File: config.mk
export PLATFORM = sky130hd
export DESIGN_NAME = fixed_point_slow_div
export DESIGN_NICKNAME = d
export VERILOG_FILES = /design/src/rtl/fixed_point_pkg.sv /design/src/rtl/fixed_point_sign_mag.sv /design/src/rtl/fixed_point_slow_div.sv
export SDC_FILE = /design/constraint.sdc
export NUM_CORES = 1
export LEC_CHECK = 0
export BUFFER_PORTS_ARGS = -buffer_cell sky130_fd_sc_hd__buf_2
export CAP_MARGIN = 20
export CORE_MARGIN = 3
export CORE_UTILIZATION = 50
export CTS_CLUSTER_SIZE = 8
export DETAILED_ROUTE_END_ITERATION = 8
export PLACE_DENSITY = 0.69
export REMOVE_ABC_BUFFERS = 1
export SKIP_LAST_GASP = 1
export SLEW_MARGIN = 25
export SYNTH_ARGS = -nofsm -noshare
export SYNTH_HDL_FRONTEND = slang
export SYNTH_HIERARCHICAL = 1
export SYNTH_SLANG_ARGS = --single-unit
File: constraint.sdc
create_clock -name clk_in -period 10.52 [get_ports clk_in]
set_input_delay 1.052 -clock clk_in [delete_from_list [all_inputs] [get_ports clk_in]]
set_output_delay 1.052 -clock clk_in [all_outputs]
set_load 0.1 [all_outputs]
File: src/rtl/fixed_point_pkg.sv
// Shared types and derived-constant helpers for the iterative fixed-point divider.
package fixed_point_pkg;

  typedef enum logic [0:0] {
    IDLE = 1'b0,
    BUSY = 1'b1
  } div_state_e;

  function automatic int shift_bits(input int a_frac, input int b_frac, input int p_frac);
    return p_frac + b_frac - a_frac;
  endfunction

  function automatic int iter_count(input int a_width, input int shift);
    return a_width + shift;
  endfunction

endpackage

File: src/rtl/fixed_point_sign_mag.sv
// Combinational two's-complement to sign/magnitude; magnitude is one bit wider so -2^(W-1) is exact.
module fixed_point_sign_mag
  import fixed_point_pkg::*;
#(
  parameter int W = 25
) (
  input  logic [W-1:0] val,
  output logic [W:0]   mag,
  output logic         neg
);

  logic [W:0] ext_s;

  assign neg   = val[W-1];
  assign ext_s = {val[W-1], val};
  assign mag   = neg ? (~ext_s + {{W{1'b0}}, 1'b1}) : ext_s;

endmodule

File: src/rtl/fixed_point_slow_div.sv
// Iterative signed fixed-point divider, one restoring quotient bit per clock.
// Optional saturation and error flag enabled by defining FIXED_DIV_SATURATE_EN.
module fixed_point_slow_div
  import fixed_point_pkg::*;
#(
  parameter int A_WIDTH     = 25,
  parameter int B_WIDTH     = 18,
  parameter int A_FRAC_BITS = 14,
  parameter int B_FRAC_BITS = 14,
  parameter int P_FRAC_BITS = 14,
  parameter int P_WIDTH     = 32
) (
  input  logic               clk_in,
  input  logic               rst_in,
  input  logic [A_WIDTH-1:0] A,
  input  logic [B_WIDTH-1:0] B,
  input  logic               valid_in,
  output logic               ready_out,
  output logic               valid_out,
  output logic [P_WIDTH-1:0] P,
  output logic               err_out
);

  localparam int SHIFT = shift_bits(A_FRAC_BITS, B_FRAC_BITS, P_FRAC_BITS);
  localparam int ITER  = iter_count(A_WIDTH, SHIFT);
  localparam int CW    = $clog2(ITER + 1);
  localparam int RW    = B_WIDTH + 1;
  localparam int EXT_W = ITER + P_WIDTH + 1;

  generate
    if (SHIFT < 0) begin : g_shift_chk
      $error("fixed_point_slow_div: P_FRAC_BITS + B_FRAC_BITS must be >= A_FRAC_BITS");
    end
  endgenerate

  div_state_e         state_r;
  div_state_e         state_nxt_s;
  logic [A_WIDTH:0]   a_mag_s;
  logic               a_neg_s;
  logic [B_WIDTH:0]   b_mag_s;
  logic               b_neg_s;
  logic               accept_s;
  logic               last_s;
  logic [ITER-1:0]    num_r;
  logic [RW-1:0]      dvs_r;
  logic [RW-1:0]      rem_r;
  logic [ITER-2:0]    quo_r;
  logic [CW-1:0]      cnt_r;
  logic               sign_r;
  logic [P_WIDTH-1:0] p_r;
  logic               valid_r;
  logic [RW:0]        rem_shift_s;
  logic               ge_s;
  logic [RW-1:0]      rem_next_s;
  logic [ITER-1:0]    q_fin_s;
  logic [P_WIDTH-1:0] res_s;

  fixed_point_sign_mag #(.W(A_WIDTH)) u_a_sm (.val(A), .mag(a_mag_s), .neg(a_neg_s));
  fixed_point_sign_mag #(.W(B_WIDTH)) u_b_sm (.val(B), .mag(b_mag_s), .neg(b_neg_s));

  assign ready_out = (state_r == IDLE) && !rst_in;
  assign accept_s  = valid_in && ready_out;
  assign last_s    = (state_r == BUSY) && (cnt_r == CW'(1));
  assign valid_out = valid_r;
  assign P         = p_r;

  // State register
  always_ff @(posedge clk_in) begin
    if (rst_in) begin
      state_r <= IDLE;
    end else begin
      state_r <= state_nxt_s;
    end
  end

  // Next-state logic
  always_comb begin
    state_nxt_s = state_r;
    case (state_r)
      IDLE: begin
        if (accept_s) state_nxt_s = BUSY;
        else          state_nxt_s = IDLE;
      end
      BUSY: begin
        if (last_s) state_nxt_s = IDLE;
        else        state_nxt_s = BUSY;
      end
      default: state_nxt_s = IDLE;
    endcase
  end

  // One restoring step: bring in the next numerator bit, subtract when it fits
  always_comb begin
    rem_shift_s = {rem_r, num_r[ITER-1]};
    ge_s        = (rem_shift_s >= {1'b0, dvs_r});
    if (ge_s) rem_next_s = RW'(rem_shift_s - {1'b0, dvs_r});
    else      rem_next_s = RW'(rem_shift_s);
  end

`ifdef FIXED_DIV_SATURATE_EN
  localparam logic [EXT_W-1:0]   POS_MAX = (EXT_W'(1) << (P_WIDTH - 1)) - EXT_W'(1);
  localparam logic [EXT_W-1:0]   NEG_MAG = EXT_W'(1) << (P_WIDTH - 1);
  localparam logic [P_WIDTH-1:0] P_MAX   = {1'b0, {(P_WIDTH-1){1'b1}}};
  localparam logic [P_WIDTH-1:0] P_MIN   = {1'b1, {(P_WIDTH-1){1'b0}}};

  logic zero_div_r;
  logic a_neg_r;
  logic err_r;
  logic err_s;

  assign err_out = err_r;
`else
  assign err_out = 1'b0;
`endif

  // Final quotient: apply sign, then saturate when enabled
  always_comb begin
    q_fin_s = {quo_r, ge_s};
    res_s   = P_WIDTH'(sign_r ? ({EXT_W{1'b0}} - EXT_W'(q_fin_s)) : EXT_W'(q_fin_s));
`ifdef FIXED_DIV_SATURATE_EN
    err_s = 1'b0;
    if (zero_div_r) begin
      err_s = 1'b1;
      res_s = a_neg_r ? P_MIN : P_MAX;
    end else if (sign_r && (EXT_W'(q_fin_s) > NEG_MAG)) begin
      err_s = 1'b1;
      res_s = P_MIN;
    end else if (!sign_r && (EXT_W'(q_fin_s) > POS_MAX)) begin
      err_s = 1'b1;
      res_s = P_MAX;
    end else begin
      err_s = 1'b0;
    end
`endif
  end

  // Operand capture, iteration datapath and result register
  always_ff @(posedge clk_in) begin
    if (rst_in) begin
      num_r   <= '0;
      dvs_r   <= '0;
      rem_r   <= '0;
      quo_r   <= '0;
      cnt_r   <= '0;
      sign_r  <= 1'b0;
      p_r     <= '0;
      valid_r <= 1'b0;
`ifdef FIXED_DIV_SATURATE_EN
      zero_div_r <= 1'b0;
      a_neg_r    <= 1'b0;
      err_r      <= 1'b0;
`endif
    end else begin
      valid_r <= 1'b0;
`ifdef FIXED_DIV_SATURATE_EN
      err_r   <= 1'b0;
`endif
      case (state_r)
        IDLE: begin
          if (accept_s) begin
            num_r  <= ITER'(a_mag_s) << SHIFT;
            dvs_r  <= b_mag_s;
            rem_r  <= '0;
            quo_r  <= '0;
            cnt_r  <= CW'(ITER);
            sign_r <= a_neg_s ^ b_neg_s;
`ifdef FIXED_DIV_SATURATE_EN
            zero_div_r <= (B == {B_WIDTH{1'b0}});
            a_neg_r    <= a_neg_s;
`endif
          end
        end
        BUSY: begin
          num_r <= {num_r[ITER-2:0], 1'b0};
          rem_r <= rem_next_s;
          quo_r <= {quo_r[ITER-3:0], ge_s};
          cnt_r <= cnt_r - CW'(1);
          if (last_s) begin
            p_r     <= res_s;
            valid_r <= 1'b1;
`ifdef FIXED_DIV_SATURATE_EN
            err_r   <= err_s;
`endif
          end
        end
        default: begin
          valid_r <= 1'b0;
        end
      endcase
    end
  end

endmodule

# [After elaboration in Yosys (flattened, before gate mapping)]
# Cells that the tools add are included.
[totals] n_memories=0 register_bits=149 mem_bits_rw=0 output_inout_bits=35 latchBits=0 rom_bits=0 input_bits=46
[classes] n_addsub=5 n_div=0 reduce_logical=7 shift=0 n_mul=0 muxes=16 magnitude_cmp=1 bitwise=4 eq_ne=2
[op_table] op="case mux 39 bit (2 select lines)" n=1
[op_table] op="case mux 31 bit (2 select lines)" n=1
[op_table] op="2-to-1 mux 19 bit" n=3
[op_table] op="2-to-1 mux 39 bit" n=1
[op_table] op="case mux 19 bit (2 select lines)" n=1
[op_table] op="2-to-1 mux 32 bit" n=1
[op_table] op="subtractor 1 x 32 -> 32 bit (first input constant)" n=1
[op_table] op="2-to-1 mux 31 bit" n=1
[op_table] op="adder 25 x 1 -> 25 bit (second input constant)" n=1
[op_table] op="2-to-1 mux 25 bit" n=1
[op_table] op="NOT 25 bit" n=1
[op_table] op="greater-or-equal comparator 20 x 19 -> 1 bit" n=1
[op_table] op="adder 19 x 1 -> 19 bit (second input constant)" n=1
[op_table] op="NOT 19 bit" n=1
[op_table] op="subtractor 19 bit" n=1
[op_table] op="case mux 6 bit (2 select lines)" n=1
[op_table] op="== test 6 x 1 -> 1 bit (second input constant)" n=1
[op_table] op="2-to-1 mux 6 bit" n=1
[op_table] op="subtractor 6 x 1 -> 6 bit (second input constant)" n=1
[op_table] op="AND reduction 2 bit" n=2
[op_table] op="logical AND 1 bit" n=3
[op_table] op="2-to-1 mux 1 bit" n=3
[op_table] op="!= test 2 bit (second input constant)" n=1
[op_table] op="case mux 1 bit (2 select lines)" n=1
[op_table] op="other kinds (4)" n=4

# [Depth between registers and ports, before layout]
# Gate-level depths: netlist (run 1).
[depth] depth_word=5 ltp_mapped=20 mapped_depth_nobuf=17

# [Modules after synthesis]
# Netlist (run 1), hierarchy kept.
[by_module_without_submodules] module="fixed_point_slow_div" area_each_um2=6894.1 seq_area_each_um2=2702.6 cells_per_inst=827 instances=1
[by_module_without_submodules] module="fixed_point_sign_mag (u_a_sm)" area_each_um2=528.0 seq_area_each_um2=0.0 cells_per_inst=77 instances=1
[by_module_without_submodules] module="fixed_point_sign_mag (u_b_sm)" area_each_um2=461.7 seq_area_each_um2=0.0 cells_per_inst=59 instances=1

# [Worst setup path before layout (run 1)]
# OpenSTA, ideal clock, no wires.
[synth_path] path_kind="flip-flop to flip-flop" from="register dvs_r[2]" to="register p_r[30] (netlist: P[30])" path_buffers=3 path_slack_ps=6917 arrival_time_ps=3517 setup_time_ps=86 required_time_ps=10434 path_stages_with_launch=19 path_cell_list="dfxtp_1 > inv_1 > ha_1 > nor2b_1 > o31a_2 > o22ai_4 > a221oi_4 > or2_1 > buf_4 > inv_2 > buf_4 > buf_4 > ha_1 > nor2b_1 > nand3_1 > or2_1 > o31ai_1 > xor2_1 > a211oi_1"
[synth_between] elab_chain_cells=3
[synth_rtl] item="from (decl)" line_no="fixed_point_slow_div.sv:45" text="logic [RW-1:0] dvs_r;"
[synth_rtl] item="from (signal assigned)" line_no="fixed_point_slow_div.sv:162" text="dvs_r <= b_mag_s;"
[synth_rtl] item="greater-or-equal comparator 20 x 19 -> 1 bit" line_no="fixed_point_slow_div.sv:95" text="ge_s = (rem_shift_s >= {1'b0, dvs_r});"
[synth_rtl] item="subtractor 1 x 32 -> 32 bit" line_no="fixed_point_slow_div.sv:119" text="res_s = P_WIDTH'(sign_r ? ({EXT_W{1'b0}} - EXT_W'(q_fin_s)) : EXT_W'(q_fin_s));"
[synth_rtl] item="2-to-1 mux 32 bit" line_no="fixed_point_slow_div.sv:119"
[synth_rtl] item="to (signal assigned)" line_no="fixed_point_slow_div.sv:179" text="p_r <= res_s;"
[synth_rtl] item="to (decl)" line_no="fixed_point_slow_div.sv:50" text="logic [P_WIDTH-1:0] p_r;"
# Every way passes these cells.
# A chain may end at the register's enable or synchronous reset.

# [Worst setup path in the final report (run 1)]
[layout_path] from="register num_r[38]" to="register p_r[30] (netlist: P[30])"
[layout_between] elab_chain_cells=3
[layout_rtl] item="from (decl)" line_no="fixed_point_slow_div.sv:44" text="logic [ITER-1:0] num_r;"
[layout_rtl] item="from (signal assigned)" line_no="fixed_point_slow_div.sv:161" text="num_r <= ITER'(a_mag_s) << SHIFT;"
[layout_rtl] item="from (signal assigned)" line_no="fixed_point_slow_div.sv:174" text="num_r <= {num_r[ITER-2:0], 1'b0};"
[layout_rtl] item="greater-or-equal comparator 20 x 19 -> 1 bit" line_no="fixed_point_slow_div.sv:95"
[layout_rtl] item="subtractor 1 x 32 -> 32 bit" line_no="fixed_point_slow_div.sv:119"
[layout_rtl] item="2-to-1 mux 32 bit" line_no="fixed_point_slow_div.sv:119"
# Every way passes these cells.

==> results of run 1 <==
stage by stage:
stage | setup WS [ns] | util (%)
2_1_floorplan | 6.64 | -
3_3_place_gp | 6.16 | 53.9
3_5_place_dp | 6.04 | 53.9
4_1_cts | 5.98 | 57.7
5_1_grt | 5.51 | 57.7
6_report | 5.96 | 57.7
layout by cell type, fill, tap and decap left out, types with 17 or more instances in the layout:
master     instances
dfxtp_1          134
nor2_1           101
nand2_1           86
buf_2             78
a21oi_1           69
o21ai_0           46
xnor2_1           41
o31ai_1           38
inv_1             37
a22o_1            30
mux2i_1           27
ha_1              24
nor3_1            22
xor2_1            21
a211oi_1          19
clkbuf_16         17
registers in the layout (all words and copies together), names as in the netlist:
register,flops
P,32
cnt_r,6
dvs_r,19
num_r,25
quo_r,31
rem_r,19
sign_r,1
state_r,1
valid_out,1
power breakdown:
part	leakage [nW]	total [mW]	switching [mW]	internal (mW)
sequential	1.10	0.586	0.0324	0.554
combinational	2.11	0.725	0.474	0.251
clock	0.292	0.602	0.221	0.381
total	3.50	1.91	0.727	1.19
worst register-to-register path, cell delays in order (launching register included):
cell,delay [ns]
dfxtp_1,0.36
inv_1,0.06
ha_1,0.21
fa_1,0.41
nor2b_1,0.16
o31a_2,0.19
o22ai_4,0.11
a221oi_4,0.69
or2_1,0.57
inv_2,0.31
ha_1,0.29
nor2b_1,0.17
nand3_1,0.17
or2_1,0.24
o31ai_1,0.12
xor2_1,0.18
a211oi_1,0.23
final cells by class:
class,count,share of cell area [%]
repair buffers,84,4.92
well taps,211,2.99
clock buffers,21,5.21
multi-input cells,713,53.2
clock inverters,10,1.44
flip-flops and latches,135,30.6
inverters,38,1.61
final timing paths:
check | slack, ns | endpoint | depth (start not counted) | from
worst max-delay path | 5.96 | P[30]$_SDFFE_PP0P_ | 16 | num_r[38]$_SDFFE_PP0P_
worst min-delay path | 0.46 | dvs_r[0]$_SDFFE_PP0P_ | 2 | dvs_r[0]$_SDFFE_PP0P_
worst max register to register | 5.96 | P[30]$_SDFFE_PP0P_ | 16 | num_r[38]$_SDFFE_PP0P_
worst min register to register | 0.46 | dvs_r[0]$_SDFFE_PP0P_ | 2 | dvs_r[0]$_SDFFE_PP0P_
per-layer routing:
layer  routed length (µm)  part of all wire [%]
met3                  713                   3.9
met5                    0                     0
met4                  296                   1.6
met2                 8560                    46
met1                 8870                    48
==> flow_metrics.env, run 1 <==
export IMPL_top_usage_layer="met2"
export IMPL_port_buffers=79
export IMPL_crit_type="register to register"
export IMPL_setup_tns_ns=0
export IMPL_final_nets=1060
export IMPL_track_usage_pct=21.2
export IMPL_synth_cells=961
export IMPL_use_met3_pct=4.29
export IMPL_crit_chain="inv_1 > ha_1 > fa_1 > nor2b_1 > o31a_2 > o22ai_4 > a221oi_4 > or2_1 > inv_2 > ha_1 > nor2b_1 > nand3_1 > or2_1 > o31ai_1 > xor2_1 > a211oi_1"
export IMPL_numCtsBuffers=17
export IMPL_whs_ns=0.461
export IMPL_htreeDepth=4
export IMPL_n_fill_cell=1424
export IMPL_slowest_delay_ns=0.69
export IMPL_finalSetupViolations=0
export IMPL_placed_area_um2=8250
export IMPL_cp_required_ns=10.85
export IMPL_syn_to_final_growth_pct=12.3
export IMPL_clkSinkCount=135
export IMPL_fin_skew_ns=0.00722
export IMPL_post_cts_resized=0
export IMPL_crit_family="compound AO/OA/AOI/OAI gates"
export IMPL_grt_pass1_vias=6380
export IMPL_cts_root_buf="clkbuf_16"
export IMPL_antenna_found_initial=0
export IMPL_netlist_area_um2=7870
export IMPL_dpl_hpwl_mm=12.3
export IMPL_p_leak_nw=3.50
export IMPL_hold_path_class="register to register"
export IMPL_status="finished, final reports clean"
export IMPL_place_congestion=0.846
export IMPL_dieArea_um2=17300
export IMPL_clk_latency_ns=0.42
export IMPL_die_x_um=131
export IMPL_maxSlewViolCount=0
export IMPL_initial_core_util_pct=51.4
export IMPL_syn_avg_cell_area_um2=8.19
export IMPL_endpoint_kind="register"
export IMPL_cts_tree="built"
export IMPL_grt_max_degree=86
export IMPL_regArea_um2=2700
export IMPL_finalNonFillerCells=1212
export IMPL_critPathSlowestCell="a221oi_4"
export IMPL_die_h_um=131
export IMPL_n_antenna_cell=0
export IMPL_dp_cells=1181
export IMPL_period_needed_ns=4.56
export IMPL_cp_num_buf_inv=2
export IMPL_drc=0
export IMPL_finalPower_mw=1.91
export IMPL_io_pin_count=81
export IMPL_antenna_left=0
export IMPL_drt_first_pass_iters=5
export IMPL_multi_input_comb_area_um2=4710
export IMPL_drt_total_wl_mm=18.4
export IMPL_grt_pass1_wl_mm=31.0
export IMPL_startpoint_type="register"
export IMPL_hold_viol_final=0
export IMPL_rsz0062_at_grt="false"
export IMPL_worst_slew_pin_slew_ns=1.01
export IMPL_dr_total_vias=7016
export IMPL_placementRows=45
export IMPL_grt_util_met2_pct=34.4
export IMPL_core_um2=15300
export IMPL_clock_fmax_ghz=0.219
export IMPL_layout_drive_gt1_share_pct=14.7
export IMPL_clk_path_buf_depth=2
export IMPL_yosysWarningCount=6
export IMPL_arrival_ns=4.89
export IMPL_grt_overflow=0
export IMPL_cap_viol_max_count=0
export IMPL_cp_max_fo=20
export IMPL_post_drt_wl_per_cell_um=15.2
export IMPL_peakVddDrop_mv=0.214
export IMPL_min_period_over_period_pct=43.3
export IMPL_fin_area_um2=8840
export IMPL_p_per_area_nw_per_um2=216
export IMPL_slew_headroom_pct=32.6
export IMPL_postCtsSetupRepairBufs=0
export IMPL_drtIter0Drc=583
export IMPL_clk_pin_slew_ns=0.06
export IMPL_use_met1_pct=28.8
export IMPL_hold_buffers=0
export IMPL_vias_per_cell=5.79
(Power assumes the default switching activity.)
==> run 2, diff against run 1 <==
==> constraint.sdc (replaced) <==
create_clock -name clk_in -period 4.5 [get_ports clk_in]
set_input_delay 0.45 -clock clk_in [delete_from_list [all_inputs] [get_ports clk_in]]
set_output_delay 0.45 -clock clk_in [all_outputs]
set_load 0.1 [all_outputs]
==> run 2 against run 1 <==
  * Clock skew is 0.0044 ns higher
  * First-iteration DRC count shrank 22%
  * Final area decreased by 0.25%
  * Wire length is 1.5% lower
  * Clock-buffer cell count rose by 2
  * Sequential power grew 130%
  * Utilization shrank 0.15 points
  * Die area did not move
  * Critical endpoint unchanged
==> flow_metrics.env, run 2 (synthesis gave the netlist of run 1 again) <==
export IMPL_drt_total_wl_mm=18.2
export IMPL_fin_skew_ns=0.0116
export IMPL_startpoint_type="register"
export IMPL_endpoint_kind="register"
export IMPL_port_buffers=79
export IMPL_crit_family="simple AND/OR/NAND/NOR gates"
export IMPL_numCtsBuffers=17
export IMPL_post_cts_resized=0
export IMPL_rr_startpoint="dvs_r[2]$_SDFFE_PP0P_"
export IMPL_postCtsSetupRepairBufs=0
export IMPL_drc=0
export IMPL_worst_slew_pin_slew_ns=0.827
export IMPL_hold_path_class="input port to register"
export IMPL_clk_path_buf_depth=2
export IMPL_crit_end="P[30]$_SDFFE_PP0P_"
export IMPL_maxSlewViolCount=0
export IMPL_worstSetupStartpoint="dvs_r[2]$_SDFFE_PP0P_"
export IMPL_cts_root_buf="clkbuf_16"
export IMPL_grt_pass1_vias=6363
export IMPL_cp_max_fo=5
export IMPL_dpl_hpwl_mm=12.1
export IMPL_rsz0062_at_grt="false"
export IMPL_largest_reg_flops=32
export IMPL_setup_tns_ns=0
export IMPL_layout_drive_gt1_share_pct=15.0
export IMPL_dr_total_vias=6999
export IMPL_clk_latency_ns=0.43
export IMPL_place_congestion=0.865
export IMPL_grt_pass1_wl_mm=31.0
export IMPL_mostFrequentLayoutCells="dfxtp_1 (134), nor2_1 (101), nand2_1 (86), buf_2 (78), a21oi_1 (69)"
export IMPL_grt_overflow=0
export IMPL_syn_to_final_growth_pct=12.0
export IMPL_worst_path_stages=15
export IMPL_status="finished, final reports clean"
export IMPL_critPathSlowestCell="ha_1"
export IMPL_period_needed_ns=3.65
export IMPL_clock_fmax_ghz=0.274
export IMPL_placementRows=45
export IMPL_final_util_pct=57.6
export IMPL_n_antenna_cell=0
export IMPL_hold_viol_final=0
export IMPL_cts_tree="built"
export IMPL_finalSetupViolations=0
export IMPL_cap_viol_max_count=0
export IMPL_die_h_um=131
export IMPL_rrSetupSlack_ns=0.85
export IMPL_r2r_end="P[30]$_SDFFE_PP0P_"
export IMPL_core_um2=15300
export IMPL_grt_max_degree=76
export IMPL_htreeDepth=4
export IMPL_whs_path_depth=3
export IMPL_clk_pin_slew_ns=0.06
export IMPL_initial_core_util_pct=51.4
export IMPL_cp_required_ns=4.77
export IMPL_slew_headroom_pct=44.9
export IMPL_arrival_ns=3.92
export IMPL_final_common_cell="dfxtp_1"
export IMPL_io_pin_count=81
export IMPL_crit_chain="inv_1 > ha_1 > nor2b_1 > o31a_2 > o22ai_4 > a221oi_4 > or2_1 > inv_2 > ha_1 > nor2b_1 > nand3_1 > or2_1 > o31ai_1 > xor2_1 > a211oi_1"
export IMPL_slowest_delay_ns=0.35
export IMPL_dieArea_um2=17300
export IMPL_die_x_um=131
export IMPL_final_nets=1065
export IMPL_vias_per_cell=5.75
export IMPL_p_per_area_nw_per_um2=497
export IMPL_n_fill_cell=1435
export IMPL_clkSinkCount=135
export IMPL_drt_first_pass_iters=5
export IMPL_drtIter0Drc=453
export IMPL_min_period_over_period_pct=81.1
export IMPL_hold_buffers=0
export IMPL_p_leak_nw=3.49
export IMPL_antenna_found_initial=0
export IMPL_reg2reg_depth=15
export IMPL_antenna_left=0
export IMPL_crit_type="register to register"
export IMPL_cp_num_buf_inv=2
export IMPL_peakVddDrop_mv=0.320
export IMPL_track_usage_pct=21.2
export IMPL_post_drt_wl_per_cell_um=14.9
## run 2: stage by stage
stage | cells | instance area [µm²] | hold WS [ns] | power, mW | setup slack [ns]
floorplan | 886 | 7540 | 0.438 | 2.66 | 0.616
global placement | 1186 | 8290 | 0.450 | 3.11 | 1.08
detailed placement | 1186 | 8290 | 0.462 | 3.12 | 1.01
CTS | 1217 | 8820 | 0.299 | 4.38 | 0.888
global route | 1217 | 8820 | 0.305 | 4.67 | 0.663
finish | 1217 | 8820 | 0.297 | 4.38 | 0.850
## run 2: worst min-delay path by stage
stage	from	to	slack, ns
floorplan	dvs_r[0]$_SDFFE_PP0P_	dvs_r[0]$_SDFFE_PP0P_	0.44
finish	B[0]	dvs_r[0]$_SDFFE_PP0P_	0.30
detailed placement	dvs_r[0]$_SDFFE_PP0P_	dvs_r[0]$_SDFFE_PP0P_	0.46
global route	B[0]	dvs_r[0]$_SDFFE_PP0P_	0.31
CTS	B[0]	dvs_r[0]$_SDFFE_PP0P_	0.30
global placement	dvs_r[0]$_SDFFE_PP0P_	dvs_r[0]$_SDFFE_PP0P_	0.45
## run 2: area by class of cell
cell class	instances	area (µm²)	area share [%]
tap	211	264	2.99
timing repair buffer	89	473	5.36
sequential	135	2700	30.7
multi-input combinational	713	4710	53.4
inverter	38	143	1.62
clock buffer	23	478	5.42
clock inverter	8	50.0	0.568
## run 2: metal layers
layer	GRT usage (%)	vias up	part of all wire (%)
li1	-	3544	-
met1	29.3	3270	48
met2	33.4	162	46
met3	5.13	23	4.4
met4	5.43	0	1.3
met5	0	-	0
## run 2: power breakdown
| group | total (mW) | switching, mW | leakage [nW] | internal, mW |
|---|---|---|---|---|
| logic | 1.75 | 1.13 | 2.14 | 0.619 |
| clock network | 1.26 | 0.520 | 0.251 | 0.739 |
| registers | 1.37 | 0.0761 | 1.10 | 1.29 |
## run 2: worst min-delay path: cells and delay by family
kind | cells | cell delay [ns]
buf+inv | 1 | 0.11
simple gates | 2 | 0.14
==> run 3, diff against run 2 <==
==> constraint.sdc (replaced) <==
create_clock -name clk_in -period 3.44 [get_ports clk_in]
set_input_delay 0.344 -clock clk_in [delete_from_list [all_inputs] [get_ports clk_in]]
set_output_delay 0.344 -clock clk_in [all_outputs]
set_load 0.1 [all_outputs]
==> run 3 against run 2 <==
  * Non-clock buffer count grew 10
  * Highest routed layer unchanged
  * Critical endpoint is now P[26]$_SDFFE_PP0P_
  * Final area rose by 1.5%
  * Sequential cell count unchanged
  * Sequential share of layout area decreased by 0.47 points
==> flow_metrics.env, run 3 (synthesis gave the netlist of run 1 again) <==
export IMPL_cp_required_ns=3.72
export IMPL_core_um2=15300
export IMPL_arrival_ns=3.51
export IMPL_io_pin_count=81
export IMPL_largest_reg_flops=32
export IMPL_p_per_area_nw_per_um2=666
export IMPL_clkSinkCount=135
export IMPL_final_setup_worst_slack_ns=0.217
export IMPL_drt_first_pass_iters=4
export IMPL_clk_path_buf_depth=2
export IMPL_drt_total_wl_mm=18.5
export IMPL_cap_viol_max_count=0
export IMPL_dr_total_vias=6970
export IMPL_finalNonFillerCells=1227
export IMPL_antenna_left=0
export IMPL_dpl_hpwl_mm=12.5
export IMPL_crit_family="simple AND/OR/NAND/NOR gates"
export IMPL_final_util_pct=58.5
export IMPL_finalSetupViolations=0
export IMPL_period_needed_ns=3.22
export IMPL_vias_per_cell=5.68
export IMPL_syn_to_final_growth_pct=13.7
export IMPL_slew_headroom_pct=52.1
export IMPL_initial_core_util_pct=51.4
export IMPL_clk_pin_slew_ns=0.06
export IMPL_maxSlewViolCount=0
export IMPL_whs_ns=0.191
export IMPL_final_common_cell="dfxtp_1"
export IMPL_numCtsBuffers=17
export IMPL_cts_root_buf="clkbuf_16"
export IMPL_grt_pass1_vias=6329
export IMPL_p_leak_nw=3.56
export IMPL_placementRows=45
export IMPL_place_congestion=0.883
export IMPL_crit_chain="inv_1 > ha_1 > fa_2 > nor2b_1 > o31a_2 > o22ai_4 > a221oi_4 > or2_1 > inv_2 > ha_1 > nor2b_4 > nand3_2 > or2_4 > o41ai_2 > xor2_1 > a211oi_2"
export IMPL_setup_tns_ns=0
export IMPL_dieArea_um2=17300
export IMPL_grt_pass1_wl_mm=31.0
export IMPL_fin_skew_ns=0.00764
export IMPL_worst_slew_pin_slew_ns=0.713
export IMPL_clk_latency_ns=0.43
export IMPL_htreeDepth=4
export IMPL_post_drt_wl_per_cell_um=15.1
export IMPL_port_buffers=79
export IMPL_slowest_delay_ns=0.33
export IMPL_dp_slack_ns=0.0163
export IMPL_track_usage_pct=21.4
export IMPL_grt_max_degree=58
export IMPL_mostFrequentLayoutCells="dfxtp_1 (134), nor2_1 (101), nand2_1 (86), buf_2 (78), a21oi_1 (69)"
export IMPL_die_x_um=131
export IMPL_n_antenna_cell=0
export IMPL_min_period_over_period_pct=93.7
export IMPL_finalPower_mw=5.96
export IMPL_startpoint_type="register"
export IMPL_final_nets=1075
export IMPL_crit_type="register to register"
export IMPL_antenna_found_initial=0
export IMPL_cp_max_fo=4
export IMPL_placed_area_um2=8360
export IMPL_hold_viol_final=0
export IMPL_clock_fmax_ghz=0.310
export IMPL_endpoint_kind="register"
export IMPL_dp_cells=1195
export IMPL_peakVddDrop_mv=0.415
export IMPL_hold_path_class="input port to register"
export IMPL_grt_overflow=0
export IMPL_cp_common_cell="ha_1"
export IMPL_drc=0
export IMPL_layout_drive_gt1_share_pct=16.7
export IMPL_drtIter0Drc=494
export IMPL_status="finished, final reports clean"
export IMPL_die_h_um=131
export IMPL_cp_num_buf_inv=2
export IMPL_cts_tree="built"
export IMPL_critPathSlowestCell="o31a_2"
export IMPL_fin_area_um2=8950
run 3: cell count changes in the layout (fill, tap and decap cells not counted), moves of 2 or more:
| cell | previous run | this run |
|---|---|---|
| buf_4 | 11 | 21 |
| bufinv_16 | 0 | 2 |
| clkbuf_1 | 3 | 0 |
| clkinv_2 | 4 | 6 |
| clkbuf_8 | 3 | 0 |
run 3: layout make-up:
| cell class | count | area (µm²) |
|---|---|---|
| clock buffers | 17 | 425 |
| clock inverters | 14 | 136 |
| fillers | 1443 | 6360 |
| inverters | 38 | 143 |
| multi-input cells | 713 | 4730 |
| flip-flops and latches | 135 | 2700 |
| well taps | 211 | 264 |
| repair buffers | 99 | 548 |
run 3: per-layer routing:
layer	up-vias	wire, µm	GRT usage (%)
li1	3568	-	-
met5	-	0	0
met1	3239	9030	29.3
met4	0	318	7.41
met2	139	8440	33.9
met3	24	735	3.87
run 3: report_power, final:
group | switching, mW | total, mW | internal, mW
registers | 0.0962 | 1.79 | 1.69
logic | 1.52 | 2.42 | 0.907
clock network | 0.696 | 1.75 | 1.05
total | 2.31 | 5.96 | 3.65
run 3: worst min-delay path, stage by stage:
cell	delay, ns
buf_2	0.11
nand2_1	0.07
nand2_1	0.06
run 3: worst paths after layout:
| path | startpoint | slack (ns) | cells past startpoint | endpoint |
|---|---|---|---|---|
| max | num_r[38]$_SDFFE_PP0P_ | 0.22 | 16 | P[26]$_SDFFE_PP0P_ |
| min | B[0] | 0.19 | 3 | dvs_r[0]$_SDFFE_PP0P_ |
| max reg2reg | num_r[38]$_SDFFE_PP0P_ | 0.22 | 16 | P[26]$_SDFFE_PP0P_ |
| min reg2reg | dvs_r[0]$_SDFFE_PP0P_ | 0.46 | 2 | dvs_r[0]$_SDFFE_PP0P_ |
run 3: repair_timing:
item / 4_1_cts / 5_1_grt
gates cloned: 0 / 0
endpoints found under the setup margin: 1 / 5
hold buffers: 0 / 0
gates resized for setup: 1 / 6
setup buffers: 0 / 1
pin swaps: 0 / 3
